`config.mk`:
```
export PLATFORM = sky130hd
export DESIGN_NAME = stopwatch_bcd_counter
export DESIGN_NICKNAME = d
export VERILOG_FILES = /design/src/rtl/stopwatch_bcd_counter.sv
export SDC_FILE = /design/constraint.sdc
export NUM_CORES = 1
export LEC_CHECK = 0
export BUFFER_PORTS_ARGS = -buffer_cell sky130_fd_sc_hd__buf_2
export CAP_MARGIN = 5
export CELL_PAD_IN_SITES_DETAIL_PLACEMENT = 1
export CELL_PAD_IN_SITES_GLOBAL_PLACEMENT = 1
export CORE_MARGIN = 2
export CORE_UTILIZATION = 36
export CTS_CLUSTER_SIZE = 25
export DETAILED_ROUTE_END_ITERATION = 10
export GPL_ROUTABILITY_DRIVEN = 0
export PLACE_DENSITY_LB_ADDON = 0.1
export REMOVE_ABC_BUFFERS = 1
export SYNTH_ARGS = -nofsm -noshare
export SYNTH_HDL_FRONTEND = slang
export SYNTH_SLANG_ARGS = --single-unit
```
`constraint.sdc`:
```
create_clock -name clk -period 5.7 [get_ports clk]
set_input_delay 1.14 -clock clk [delete_from_list [all_inputs] [get_ports clk]]
set_output_delay 1.14 -clock clk [all_outputs]
set_load 0.1 [all_outputs]
```
`src/rtl/stopwatch_bcd_counter.sv`:
```
// Stopwatch time base with a two-digit BCD seconds counter (00..MAX_TENS9).
// Raw start/stop and clear buttons are synchronised, debounced and edge-detected.
module stopwatch_bcd_counter #(
  parameter int TICK_DIV = 100_000_000,
  parameter int DEB_CYC  = 1_000_000,
  parameter int MAX_TENS = 5
) (
  input  logic       clk,
  input  logic       rst,
  input  logic       btn_ss,
  input  logic       btn_clr,
  output logic [3:0] diZ,
  output logic [3:0] diU,
  output logic       running,
  output logic       wrap
);

  localparam int PW = (TICK_DIV > 1) ? $clog2(TICK_DIV) : 1;
  localparam int CW = (DEB_CYC > 1) ? $clog2(DEB_CYC + 1) : 1;
  localparam logic [PW-1:0] PRESC_LAST = PW'(TICK_DIV - 1);
  localparam logic [CW-1:0] DEB_LAST   = CW'(DEB_CYC - 1);
  localparam logic [3:0]    TENS_LAST  = 4'(MAX_TENS);

  typedef enum logic [1:0] {IDLE, RUN, PAUSE} state_t;

  // bit 0 = start/stop, bit 1 = clear
  logic [1:0]         meta_q, meta_d;
  logic [1:0]         sync_q, sync_d;
  logic [1:0]         deb_q, deb_d;
  logic [1:0]         dly_q, dly_d;
  logic [1:0][CW-1:0] cnt_q, cnt_d;
  logic               ss_p, clr_p;

  state_t             state_q, state_d;
  logic [PW-1:0]      presc_q, presc_d;
  logic [3:0]         diz_q, diz_d;
  logic [3:0]         diu_q, diu_d;
  logic               running_q, running_d;
  logic               wrap_q, wrap_d;
  logic               tick;

  // Stage 0: synchronise, debounce, edge-detect
  always_comb begin
    meta_d = {btn_clr, btn_ss};
    sync_d = meta_q;
    dly_d  = deb_q;
    deb_d  = deb_q;
    cnt_d  = cnt_q;
    for (int i = 0; i < 2; i++) begin
      if (sync_q[i] != deb_q[i]) begin
        if (cnt_q[i] == DEB_LAST) begin
          deb_d[i] = sync_q[i];
          cnt_d[i] = '0;
        end else begin
          cnt_d[i] = cnt_q[i] + CW'(1);
        end
      end else begin
        cnt_d[i] = '0;
      end
    end
  end

  assign ss_p  = deb_q[0] & ~dly_q[0];
  assign clr_p = deb_q[1] & ~dly_q[1];

  // Stage 1: control FSM; clear beats start/stop only when paused
  always_comb begin
    state_d = state_q;
    case (state_q)
      IDLE:    if (ss_p) state_d = RUN;
      RUN:     if (ss_p) state_d = PAUSE;
      PAUSE: begin
        if (clr_p)     state_d = IDLE;
        else if (ss_p) state_d = RUN;
      end
      default: state_d = IDLE;
    endcase
  end

  assign tick = (state_q == RUN) && (presc_q == PRESC_LAST);

  // Stage 2: prescaler and BCD digits; prescaler holds in PAUSE to keep the partial second
  always_comb begin
    presc_d   = presc_q;
    diz_d     = diz_q;
    diu_d     = diu_q;
    wrap_d    = 1'b0;
    running_d = (state_d == RUN);
    if (state_d == IDLE) begin
      presc_d = '0;
      diz_d   = '0;
      diu_d   = '0;
    end else if (state_q == RUN) begin
      if (tick) begin
        presc_d = '0;
        if (diu_q < 4'd9) begin
          diu_d = diu_q + 4'd1;
        end else begin
          diu_d = '0;
          if (diz_q < TENS_LAST) begin
            diz_d = diz_q + 4'd1;
          end else begin
            diz_d  = '0;
            wrap_d = 1'b1;
          end
        end
      end else begin
        presc_d = presc_q + PW'(1);
      end
    end
  end

  always_ff @(posedge clk or negedge rst) begin
    if (!rst) begin
      meta_q    <= '0;
      sync_q    <= '0;
      deb_q     <= '0;
      dly_q     <= '0;
      cnt_q     <= '0;
      state_q   <= IDLE;
      presc_q   <= '0;
      diz_q     <= '0;
      diu_q     <= '0;
      running_q <= 1'b0;
      wrap_q    <= 1'b0;
    end else begin
      meta_q    <= meta_d;
      sync_q    <= sync_d;
      deb_q     <= deb_d;
      dly_q     <= dly_d;
      cnt_q     <= cnt_d;
      state_q   <= state_d;
      presc_q   <= presc_d;
      diz_q     <= diz_d;
      diu_q     <= diu_d;
      running_q <= running_d;
      wrap_q    <= wrap_d;
    end
  end

  assign diZ     = diz_q;
  assign diU     = diu_q;
  assign running = running_q;
  assign wrap    = wrap_q;

endmodule
```
======== Yosys cells after proc, flatten, opt, wreduce, memory -nomap -nowiden ========
Index checks and enable logic that the tools add are counted.
word-level totals
  memories kept ........................... 0
  register bits ........................... 87
  ROM bits ................................ 0
  output and inout bits ................... 10
  latch bits .............................. 0
  input bits .............................. 4
  bits in writable memories ............... 0
  word-level logic and storage cells ...... 67
operators by class
  add/subtract/negate cells ............... 5
  multipliers ............................. 0
  mux-type cells .......................... 25
  div/mod/pow operators ................... 0
  bitwise logic cells ..................... 4
  shift operators ......................... 0
  $lt $le $gt $ge ......................... 2
  equal/unequal tests ..................... 9
  reductions and logical operators ........ 9
operators by type and width
  operator               number
  $mux 27                3
  $mux 20                4
  $add 20x1->20 const B  2
  $eq 20x20->1 const B   2
  $mux 4                 9
  $add 27x1->27 const B  1
  $eq 27x27->1 const B   1
  $add 4x1->4 const B    2
  $mux 2                 3
  $pmux 2 s3             1
  $reduce_and 2->1       3
  $mux 1                 5
  $eq 2x1->1 const B     2
  $logic_not 2->1        2
  $lt 4x3->1 const B     1
  $lt 4x4->1 const B     1
  $reduce_bool 2->1      2
  $reduce_and 3->1       1
  $and 1x1->1            2
  $eq 2x2->1 const B     1
  $ne 1x1->1             2
  $ne 2x2->1 const B     1
  $not 1->1              2
  $logic_and 1x1->1      1

======== Longest topological paths before layout ========
Gate-level depths: netlist of run 1.
  depth after elaboration ................. 8
  mapped depth ............................ 8
  mapped depth without buffers ............ 6

======== Worst setup path before layout of run 1 ========
OpenSTA, ideal clock, no wires.
  kind .................................... reg-to-reg
  from .................................... register diu_q[0] (netlist: diU[0])
  to ...................................... register diz_q[2] (netlist: diZ[2])
  stages on the path, launching flop included .. 7
  clock period less this slack ............ 2.477 ns
  path buffers ............................ 0
  required time ........................... 5.620 ns
  slack ................................... 3.223 ns
  setup time .............................. 0.080 ns
  data arrival time ....................... 2.397 ns
  cell sequence ........................... dfrtp_1 -> inv_1 -> ha_1 -> a21oi_1 -> nand4_4 -> or4b_1 -> a21oi_1
between the ends
  cells in the longest elaborated chain, start to end .. 3
RTL lines
  what                               line  source
  start, declared                    37    logic [3:0] diu_q, diu_d;
  start signal, assigned             135   diu_q <= diu_d;
  $lt 4x4->1                         96    if (diu_q < 4'd9) begin
  $ne 2x2->1 (no source line)        --
  $reduce_and 3->1 (no source line)  --
  end signal, assigned               134   diz_q <= diz_d;
  end, declared                      36    logic [3:0] diz_q, diz_d;
Every way passes these cells.
A chain may end at the register's enable or synchronous reset.

======== Final worst setup path of run 1 ========
  from .................................... register presc_q[17]
  to ...................................... register diz_q[2] (netlist: diZ[2])
between the ends
  cells in the longest elaborated chain, start to end .. 4
RTL lines
  what                                line  source
  start, declared                     35    logic [PW-1:0] presc_q, presc_d;
  start signal, assigned              133   presc_q <= presc_d;
  $eq 27x27->1                        80    assign tick = (state_q == RUN) && (presc_q == PRESC_LAST);
  $logic_and 1x1->1                   80
  $reduce_bool 2->1 (no source line)  --
  $reduce_and 3->1 (no source line)   --
Every way passes these cells.

==> qor.yml, run 1 <==
drc: 0
route.met2.wl_um: 4823
die_area_um2: 12910
worstSetupEndpointType: "register"
setup_viol: 0
firstDrtPassIters: 4
drive_gt1_share_pct: 8.894
n_antenna_cell: 0
cts_setup_buffers: 0
routed-via-count: 3255
startpoint: "presc_q[17]"
slew_viol_final: 0
min_period_over_period_pct: 43.48
cts.reportedPaths.clkPinSlew_ps: 70
coreArea_um2: 11860
syn_area_um2: 4325
r2r.worst_path.cells: 5
antenna_left: 0
syn_inst: 441
place_ws_ps: 3223
design_area_um2: 4845
rows: 40
routed_wl_um: 10090
crit_fanout: 9
crit_path_end: "diZ[2]"
hold_viol_final: 0
p_seq_share_pct: 50.5
placed_area_um2: 4553
nFillCells: 1362
rsz0062_at_grt: "no"
power_switching_uw: 264.7
insertion_delay_ps: 350
routed.top_layer: "met4"
max_freq_mhz: 403.5
start_util_pct: 36.47
dp_hpwl_um: 6772
syn_area_per_cell_um2: 9.808
clock_skew_ps: 9.218
io_buffers: 13
min_path_type: "register to register"
numCtsBuffers: 9
reg2reg_slack_ps: 3220
drt_iter0_markers: 151
grt_pass1_vias: 3562
p_leak_nw: 2.060
cts_tree: "done"
die_h_um: 113.6
dr_wl_met3_um: 215
post-route-util_pct: 40.84
worstPathRequired_ps: 5970
die_x_um: 113.6
synth.distinct_cells: 50
status: "complete, no violations"
cts_resized: 0
cp.arrival_ps: 2750
wl_met1_um: 4862
swShare_pct: 21.31
synth-edff-count: 0
power_frac_clock_pct: 47.5
worstReg2RegStart: "presc_q[17]"
critPathLaunchType: "register"
fin_setup_tns_ps: 0
ir_worst_vdd_uv: 102.5
ctsHoldBuffers: 0
worst_slack_ps: 3222
fin_crit_ps: 2478
ios: 14
overflow: 0
tightest_slew_ps: 878.5
avgViaCountPerCell: 5.354
clk_path_buf_depth: 2
pwr-share-comb_pct: 2.1
cts_htree_levels: 3
clkSinkCount: 87
wl_per_cell_um: 16.59
nNetsFinal: 467
p_int_uw: 977.6
yosys_warnings: 0
p_per_area_nw_per_um2: 256.4
synthFlopType: "dfrtp_1"
ys_ff_latch: 87
async_flop_share_pct: 100.0
fin_worst_hold_slack_ps: 348.6
cts_root_buffer: "clkbuf_16"
worstSetupPathType: "register to register"
globalRouteTotalUtil_pct: 17.22
reg2reg_to: "diZ[2]"
grt_max_degree: 56
grt_first_pass_wirelength_um: 17580
synth-seq-area-share_pct: 50.33
antenna_found_initial: 0
syn_to_final_growth_pct: 12.00
maxSlewHeadroom_pct: 40.98
maxCapViolCount: 0
## sequential cells by signal, summed over array words and instances (netlist names)
name	count
sync_q	2
presc_q	27
diZ	4
dly_q	2
meta_q	2
deb_q	2
state_q	2
diU	4
wrap	1
cnt_q	40
running	1
## layer usage
metal / GRT usage (%) / vias to the layer above
li1: - / 1588
met1: 22.61 / 1630
met2: 27.82 / 23
met3: 3.985 / 14
met4: 6.585 / 0
met5: 0 / -
## power by group through the flow
stage               sequential (mW)  combinational, mW  clock [mW]
detailed placement            0.639             0.0278           0
floorplan                     0.637            0.00934           0
global placement              0.638             0.0269           0
CTS                           0.627             0.0280       0.614
finish                        0.627             0.0256       0.590
global route                  0.628             0.0309       0.644
## metrics by stage
| stage | instances | total power [mW] |
|---|---|---|
| after floorplan | 429 | 0.6468 |
| after global placement | 592 | 0.6652 |
| after detailed placement | 592 | 0.6663 |
| after CTS | 608 | 1.269 |
| after global routing | 608 | 1.302 |
| final | 608 | 1.242 |
## logic make-up after synthesis
logic type	synth area share (%)
XOR/XNOR	10.12
buffers and inverters	2.111
AND/OR/NAND/NOR	26.90
adder cells (fa/ha/maj)	2.025
flip-flops	50.33
AO/OA/AOI/OAI	7.521
multiplexers	0.9835
## synthesized netlist by cell type, types with 2 or more instances
cell type	instances	area share [%]
a21o_1	5	0.87
a21oi_1	10	1.2
a31oi_1	9	1.3
a32o_1	2	0.46
and2_1	8	1.2
and3_1	14	2.0
and4_1	4	0.81
clkbuf_1	10	0.87
dfrtp_1	87	50
ha_1	7	2.0
inv_1	12	1.0
mux2_2	2	0.52
mux2i_1	2	0.46
nand2_1	32	2.8
nand2b_1	2	0.29
nand3_1	31	3.6
nand3b_1	2	0.35
nand4_1	20	2.9
nand4b_1	2	0.41
nor2_1	64	5.6
nor2b_1	3	0.43
nor3_1	8	0.93
nor4_1	9	1.3
nor4b_1	3	0.61
o211ai_1	3	0.52
o21ai_0	11	1.3
o31ai_1	3	0.52
or2_2	3	0.43
or3_1	3	0.43
or4_1	2	0.35
xnor2_1	16	3.2
xor2_1	34	6.9
## worst min-delay path by stage
stage | from | end | slack (ps) | depth (start not counted)
2_1_floorplan | meta_q[0] | sync_q[0] | 330 | 0
5_1_grt | meta_q[1] | sync_q[1] | 370 | 0
3_5_place_dp | meta_q[0] | sync_q[0] | 340 | 0
3_3_place_gp | meta_q[1] | sync_q[1] | 340 | 0
4_1_cts | meta_q[0] | sync_q[0] | 350 | 0
6_report | meta_q[0] | sync_q[0] | 350 | 0
## layout by cell type, fill, tap and decap left out, types with 2 or more instances in the layout
cell / netlist / routed
a31oi_1: 9 / 9
nand2_1: 32 / 32
and4_1: 4 / 4
and2_1: 8 / 8
nand4_1: 20 / 20
nor2b_1: 3 / 3
nand4b_1: 2 / 2
clkbuf_16: 0 / 9
nand2b_1: 2 / 2
nand3b_1: 2 / 2
buf_2: 1 / 12
clkbuf_1: 10 / 2
o211ai_1: 3 / 3
mux2i_1: 2 / 2
or2_2: 3 / 3
xor2_1: 34 / 34
buf_4: 0 / 4
o21ai_0: 11 / 11
dfrtp_1: 87 / 87
a21o_1: 5 / 5
o31ai_1: 3 / 3
or4_1: 2 / 2
nor2_1: 64 / 64
mux2_2: 2 / 2
inv_1: 12 / 12
nor3_1: 8 / 8
nor4b_1: 3 / 3
clkinv_2: 0 / 3
a21oi_1: 10 / 10
ha_1: 7 / 7
nand3_1: 31 / 31
nor4_1: 9 / 9
xnor2_1: 16 / 16
a32o_1: 2 / 2
and3_1: 14 / 14
or3_1: 3 / 3
## worst max-delay path: stages (launching register included)
cell,delay (ps)
dfrtp_1,460
or4_4,550
nor4_4,480
nand4_4,230
or4b_1,530
a21oi_1,150
## layout make-up
type | instances | area, µm² | area share, %
Inverter | 12 | 45.04 | 0.9298
Clock buffer | 12 | 246.5 | 5.088
Timing Repair Buffer | 16 | 90.09 | 1.860
Multi-Input combinational cell | 330 | 2057 | 42.46
Clock inverter | 4 | 45.04 | 0.9298
Tap cell | 147 | 183.9 | 3.796
Sequential cell | 87 | 2177 | 44.94
No activity file was read; power rests on OpenSTA's default activity.
==> inputs of run 2 (changes only) <==
- ABC_AREA: unset -> 1
- clock period: 5.7 -> 2.26 ns (I/O delays scaled with it)
==> run 2 against run 1 <==
Compared with the run above: synthesized cell count increased by 53%; worst setup slack got worse by 3000 ps; clock-buffer cell count decreased by 3; fmax increased by 22%; clock skew decreased by 3.1 ps; combinational power increased to 3.1 times the previous value; register-to-register slack got worse by 3000 ps; non-clock buffer count increased by 2; global-route usage increased by 1.6 points; routed wire length increased by 23%; final cell count increased by 44%; clock power increased to 3.0 times the previous value; critical endpoint is now presc_q[13]; largest cell class is now multi-input gates.
==> qor.yml, run 2 <==
rsz0062_at_grt: "no"
synth_area_leader_cell: "dfrtp_1"
worstSetupEndpointType: "register"
worstPathRequired_ps: 2540  # -3430 ps
synth.distinct_cells: 28  # -44%
numCtsBuffers: 9  # unchanged
clkSinkCount: 87  # unchanged
final_cell_mix: "nand2_1 (170), nor2_1 (129), inv_1 (94), dfrtp_1 (87), nand3_1 (49)"
synth-seq-area-share_pct: 44.82  # -5.5 points
io_buffers: 13  # unchanged
maxSlewHeadroom_pct: 65.55  # +25 points
p_seq_share_pct: 46.3  # -4.2 points
largest_register_ffs: 40  # unchanged
nFillCells: 1685  # +24%
crit_buf_inv: 2  # +2
synthTopCellsByArea: "dfrtp_1 (45%), nand2_1 (13%), nor2_1 (10%)"
regMostFlops: "cnt_q"
setup_viol: 0  # unchanged
async_flop_share_pct: 100.0  # unchanged
synth_top_area_share_pct: 44.82  # -5.5 points
p_leak_nw: 2.541  # +23%
syn_inst: 673  # +53%
antenna_found_initial: 0  # unchanged
die_area_um2: 14440  # +12%
start_util_pct: 36.82  # +0.36 points
post-route-util_pct: 41.47  # +0.63 points
firstDrtPassIters: 4  # unchanged
reg_top3: "cnt_q (40), presc_q (27)"
fin_setup_tns_ps: 0  # unchanged
die_x_um: 120.2  # +5.8%
cts.reportedPaths.clkPinSlew_ps: 70  # about the same
ir_worst_vdd_uv: 332.7  # +220%
cts_tree: "done"
cts_setup_buffers: 0  # unchanged
cp.arrival_ps: 2310  # -440 ps
worst_path_max_delay_cell: "dfrtp_1"
cpLargestDelayFamily: "simple AND/OR/NAND/NOR gates"
critPathLaunchType: "register"
cts_root_buffer: "clkbuf_16"
antenna_left: 0  # unchanged
max_freq_mhz: 492.4  # +22%
ys_ff_latch: 87  # unchanged
syn_area_um2: 4857  # +12%
synthFlopType: "dfrtp_1"
min_path_type: "input pin to asynchronous set/reset pin"
fin_crit_ps: 2031  # -447.5 ps
power_frac_clock_pct: 51.4  # +3.9 points
status: "complete, no violations"
crit_path_frequent_cell: "nand2_1"
pwr-share-comb_pct: 2.3  # +0.2 points
power_switching_uw: 735.7  # +180%
insertion_delay_ps: 350  # about the same
drt_iter0_markers: 148  # -2.0%
die_h_um: 120.2  # +5.8%
routed_wl_um: 12380  # +23%
ctsHoldBuffers: 0  # unchanged
rows: 42  # +5.0%
overflow: 0  # unchanged
yosysMostFrequentCell: "nand2_1"
worst_slack_ps: 229.2  # -2992 ps
tightest_slew_ps: 516.1  # -362.5 ps
globalRouteTotalUtil_pct: 18.87  # +1.6 points
hold_viol_final: 0  # unchanged
crit_fanout: 24  # +15
slew_viol_final: 0  # unchanged
reg2reg_slack_ps: 230  # -2990 ps
synth_top_cells_by_count: "nand2_1 (170), nor2_1 (129), inv_1 (94)"
yosys_warnings: 0  # unchanged
grt_pass1_vias: 4534  # +27%
p_int_mw: 2.672  # +170%
clock_skew_ps: 6.148  # -3.071 ps
dp_hpwl_um: 9088  # +34%
grt_first_pass_wirelength_um: 21750  # +24%
syn_to_final_growth_pct: 12.62
cts_resized: 0  # unchanged
maxCapViolCount: 0  # unchanged
clk_path_buf_depth: 2  # unchanged
min_period_over_period_pct: 89.86  # +46 points
wl_per_cell_um: 14.17  # -15%
ios: 14  # unchanged
swShare_pct: 21.59  # +0.28 points
worstSetupPathType: "register to register"
drc: 0  # unchanged
coreArea_um2: 13190  # +11%
syn_area_per_cell_um2: 7.217  # -26%
routed-via-count: 4212  # +29%
synth-edff-count: 0  # unchanged
worstPathCellList: "ha_1 > inv_1 > nor2_2 > nand2_1 > nor2_1 > nand3_1 > nand2_1 > inv_2 > nand2_1 > nor2_1"
avgViaCountPerCell: 4.819  # -10%
n_antenna_cell: 0  # unchanged
p_per_area_nw_per_um2: 622.9  # +140%
nNetsFinal: 704  # +51%
cts_htree_levels: 3  # unchanged
grt_max_degree: 39  # -30%
cpPeakStageDelay_ps: 400  # -150 ps
place_ws_ps: 234.5  # -2989 ps
drive_gt1_share_pct: 7.307  # -1.6 points
final_common_cell: "nand2_1"
[run 2: metal layers]
layer / vias to the layer above / part of all wire [%] / global-route usage (%)
met1: 2031 / 47 / 23.80
met2: 24 / 49 / 32.78
li1: 2144 / - / -
met3: 13 / 1.4 / 2.424
met5: - / 0 / 0
met4: 0 / 1.8 / 7.279
[run 2: path summary, 6_finish.rpt]
check	cells past startpoint	startpoint	end
max	10	presc_q[0]	presc_q[13]
max in group asynchronous	2	rst	presc_q[8]
min	1	rst	presc_q[22]
min in group clk	1	btn_ss	meta_q[0]
min reg2reg	0	meta_q[1]	sync_q[1]
max reg2reg	10	presc_q[0]	presc_q[13]
[run 2: worst register-to-register path, stage by stage, from the launching register on]
cell and delay [ps]:
dfrtp_1 400, ha_1 240, inv_1 80, nor2_2 50
nand2_1 190, nor2_1 90, nand3_1 140, nand2_1 110
inv_2 400, nand2_1 130, nor2_1 120
[run 2: power groups by stage]
stage | sequential, mW | clock [mW] | combinational (mW)
final | 1.58 | 1.75 | 0.0781
after CTS | 1.58 | 1.79 | 0.0835
after detailed placement | 1.61 | 0 | 0.0830
after global routing | 1.58 | 1.86 | 0.0912
after floorplan | 1.61 | 0 | 0.0252
after global placement | 1.61 | 0 | 0.0788
[run 2: through the flow]
stage / cell area, µm² / hold slack (ps) / power (mW) / std cells
floorplan: 4776 / 156.4 / 1.630 / 664
global placement: 5126 / 346.5 / 1.685 / 858
detailed placement: 5126 / 352.9 / 1.690 / 858
CTS: 5470 / 82.70 / 3.455 / 874
global route: 5470 / 101.1 / 3.528 / 874
finish: 5470 / 73.36 / 3.408 / 874
[run 2: layout make-up]
type | count | area [µm²] | area share [%]
Clock inverter | 7 | 118.9 | 2.173
Timing Repair Buffer | 18 | 130.1 | 2.379
Inverter | 97 | 364.1 | 6.656
Multi-Input combinational cell | 480 | 2235 | 40.85
Tap cell | 176 | 220.2 | 4.026
Clock buffer | 9 | 225.2 | 4.117
Sequential cell | 87 | 2177 | 39.80
[run 2: cells by family after synthesis]
family / synth area share, %
AO/OA/AOI/OAI: 4.276
AND/OR/NAND/NOR: 36.50
buffers and inverters: 9.170
XOR/XNOR: 3.426
flip-flops: 44.82
adder cells (fa/ha/maj): 1.803
==> inputs of run 3 (changes only) <==
- ABC_AREA: 1 -> 0
- CORE_UTILIZATION: 36 -> 44
==> run 3 against run 2 <==
Compared with the run above: design area shrank 9.6%; worst setup slack lost 100 ps; utilization is 9.9 points higher; clock power decreased by 35%; final cell count shrank 29%; global-route usage up 0.92 points; routed wire length fell by 21%; first-iteration DRC count fell by 47%; non-clock buffer count up 23; via count shrank 21%; sequential share of layout area increased by 4.2 points; critical path depth fell by 4; critical path type unchanged.
==> qor.yml, run 3 (same netlist as run 1, synthesis figures left out) <==
insertion_delay_ps: 360  # about the same
maxSlewHeadroom_pct: 57.06  # -8.5 points
coreArea_um2: 9639  # -27%
grt_max_degree: 39  # unchanged
p_per_area_nw_per_um2: 561.1  # -9.9%
wl_per_cell_um: 15.73  # +11%
globalRouteTotalUtil_pct: 19.79  # +0.92 points
avgViaCountPerCell: 5.396  # +12%
tightest_slew_ps: 644.1  # +128.0 ps
worst_slack_ps: 128.4  # -100.8 ps
cts_root_buffer: "clkbuf_8"
syn_to_final_growth_pct: 14.38
worstPathRequired_ps: 2550  # about the same
cpLargestDelayFamily: "simple AND/OR/NAND/NOR gates"
grt_pass1_vias: 3459  # -24%
routed_wl_um: 9735  # -21%
antenna_left: 0  # unchanged
die_h_um: 103.2  # -14%
slew_viol_final: 0  # unchanged
fin_setup_tns_ps: 0  # unchanged
ir_worst_vdd_uv: 261.9  # -21%
die_x_um: 103.2  # -14%
nFillCells: 1124  # -33%
numCtsBuffers: 9  # unchanged
fin_crit_ps: 2132  # +100.8 ps
dp_hpwl_um: 6963  # -23%
setup_viol: 0  # unchanged
drt_iter0_markers: 78  # -47%
rows: 36  # -14%
cts_htree_levels: 3  # unchanged
fin_worst_hold_slack_ps: 51.67  # -21.69 ps
io_buffers: 13  # unchanged
cts.reportedPaths.clkPinSlew_ps: 90  # +20 ps
place_ws_ps: 42.97  # -191.5 ps
maxCapViolCount: 0  # unchanged
nNetsFinal: 492  # -30%
clkSinkCount: 87  # unchanged
critPathLaunchType: "register"
worstPathCellList: "or3b_2 > nor4_4 > buf_4 > nand4_4 > or4b_1 > a21oi_1"
crit_fanout: 4  # -83%
routed-via-count: 3340  # -21%
clock_skew_ps: 10.36  # +4.213 ps
worstSetupPathType: "register to register"
crit_buf_inv: 1  # -1
cpPeakStageDelay_ps: 500  # +100 ps
largest_register_ffs: 40  # unchanged
regMostFlops: "cnt_q"
drive_gt1_share_pct: 13.99  # +6.7 points
antenna_found_initial: 0  # unchanged
start_util_pct: 44.87  # +8.0 points
dp_cells: 602  # -30%
min_path_type: "input pin to asynchronous set/reset pin"
final_common_cell: "dfrtp_1"
p_leak_nw: 2.151  # -15%
firstDrtPassIters: 4  # unchanged
grt_first_pass_wirelength_um: 16400  # -25%
hold_viol_final: 0  # unchanged
ios: 14  # unchanged
final_cell_mix: "dfrtp_1 (87), nor2_1 (64), xor2_1 (34), nand2_1 (32), nand3_1 (31)"
rsz0062_at_grt: "no"
die_area_um2: 10640  # -26%
finalPower_mw: 2.776  # -19%
layout.cells.non_filler: 619  # -29%
overflow: 0  # unchanged
reg_top3: "cnt_q (40), presc_q (27)"
clk_path_buf_depth: 2  # unchanged
max_freq_mhz: 469.1  # -4.7%
cp.arrival_ps: 2420  # +110 ps
drc: 0  # unchanged
n_antenna_cell: 0  # unchanged
worst_path_max_delay_cell: "or3b_2"
worstSetupEndpointType: "register"
status: "complete, no violations"
cts_tree: "done"
min_period_over_period_pct: 94.32  # +4.5 points
[run 3: cell types whose count changed in the layout (fill, tap and decap cells not counted), sizes merged, moves of 7 or more]
cell | previous run | this run
nor2 | 134 | 64
and3 | 2 | 14
a21oi | 21 | 10
and2 | 0 | 8
inv | 98 | 13
xnor2 | 4 | 16
nor3 | 28 | 8
nand2 | 173 | 32
buf | 18 | 41
nor4 | 0 | 10
a31oi | 2 | 9
xor2 | 15 | 34
nand3 | 51 | 31
[run 3: final cells by class]
class	instances	area (µm²)	share of cell area (%)
clock buffer	10	137.6	2.782
clock inverter	6	68.82	1.391
inverter	12	45.04	0.9105
multi-input combinational	330	2062	41.68
sequential	87	2177	44.01
tap	133	166.4	3.364
timing repair buffer	41	290.3	5.867
[run 3: per-stage QoR]
stage | util, % | area [µm²]
finish | 51.32 | 4947
global route | 51.32 | 4947
CTS | 51.19 | 4935
detailed placement | 49.05 | 4728
global placement | 49.05 | 4728
floorplan | - | 4279
[run 3: metal layers]
layer / vias to the layer above / wire, µm / share of wire (%) / global-route usage, %
li1: 1635 / - / - / -
met1: 1672 / 4572 / 47 / 25.70
met2: 25 / 4915 / 50 / 33.97
met3: 8 / 157 / 1.6 / 3.254
met4: 0 / 91 / 0.93 / 6.073
met5: - / 0 / 0 / 0
[run 3: repair_timing]
| item | in CTS | in global routing |
|---|---|---|
| resized for setup | 0 | 2 |
| hold buffers | 0 | 0 |
| endpoints found under the setup margin | 0 | 40 |
| buffers inserted | 0 | 1 |
[run 3: final timing paths]
path	from	endpoint	slack, ps	cells after the start
hold reg to reg	meta_q[1]	sync_q[1]	360	0
hold / removal	rst	presc_q[3]	50	1
max in group asynchronous	rst	presc_q[5]	1590	2
setup / recovery	presc_q[24]	diZ[2]	130	6
min in group clk	btn_clr	meta_q[1]	190	1
setup reg to reg	presc_q[24]	diZ[2]	130	6
[run 3: where the power goes]
group | internal (mW) | switching (mW) | total, mW
clock | 0.547 | 0.580 | 1.13
combinational | 0.0188 | 0.0515 | 0.0703
sequential | 1.57 | 0.0117 | 1.58
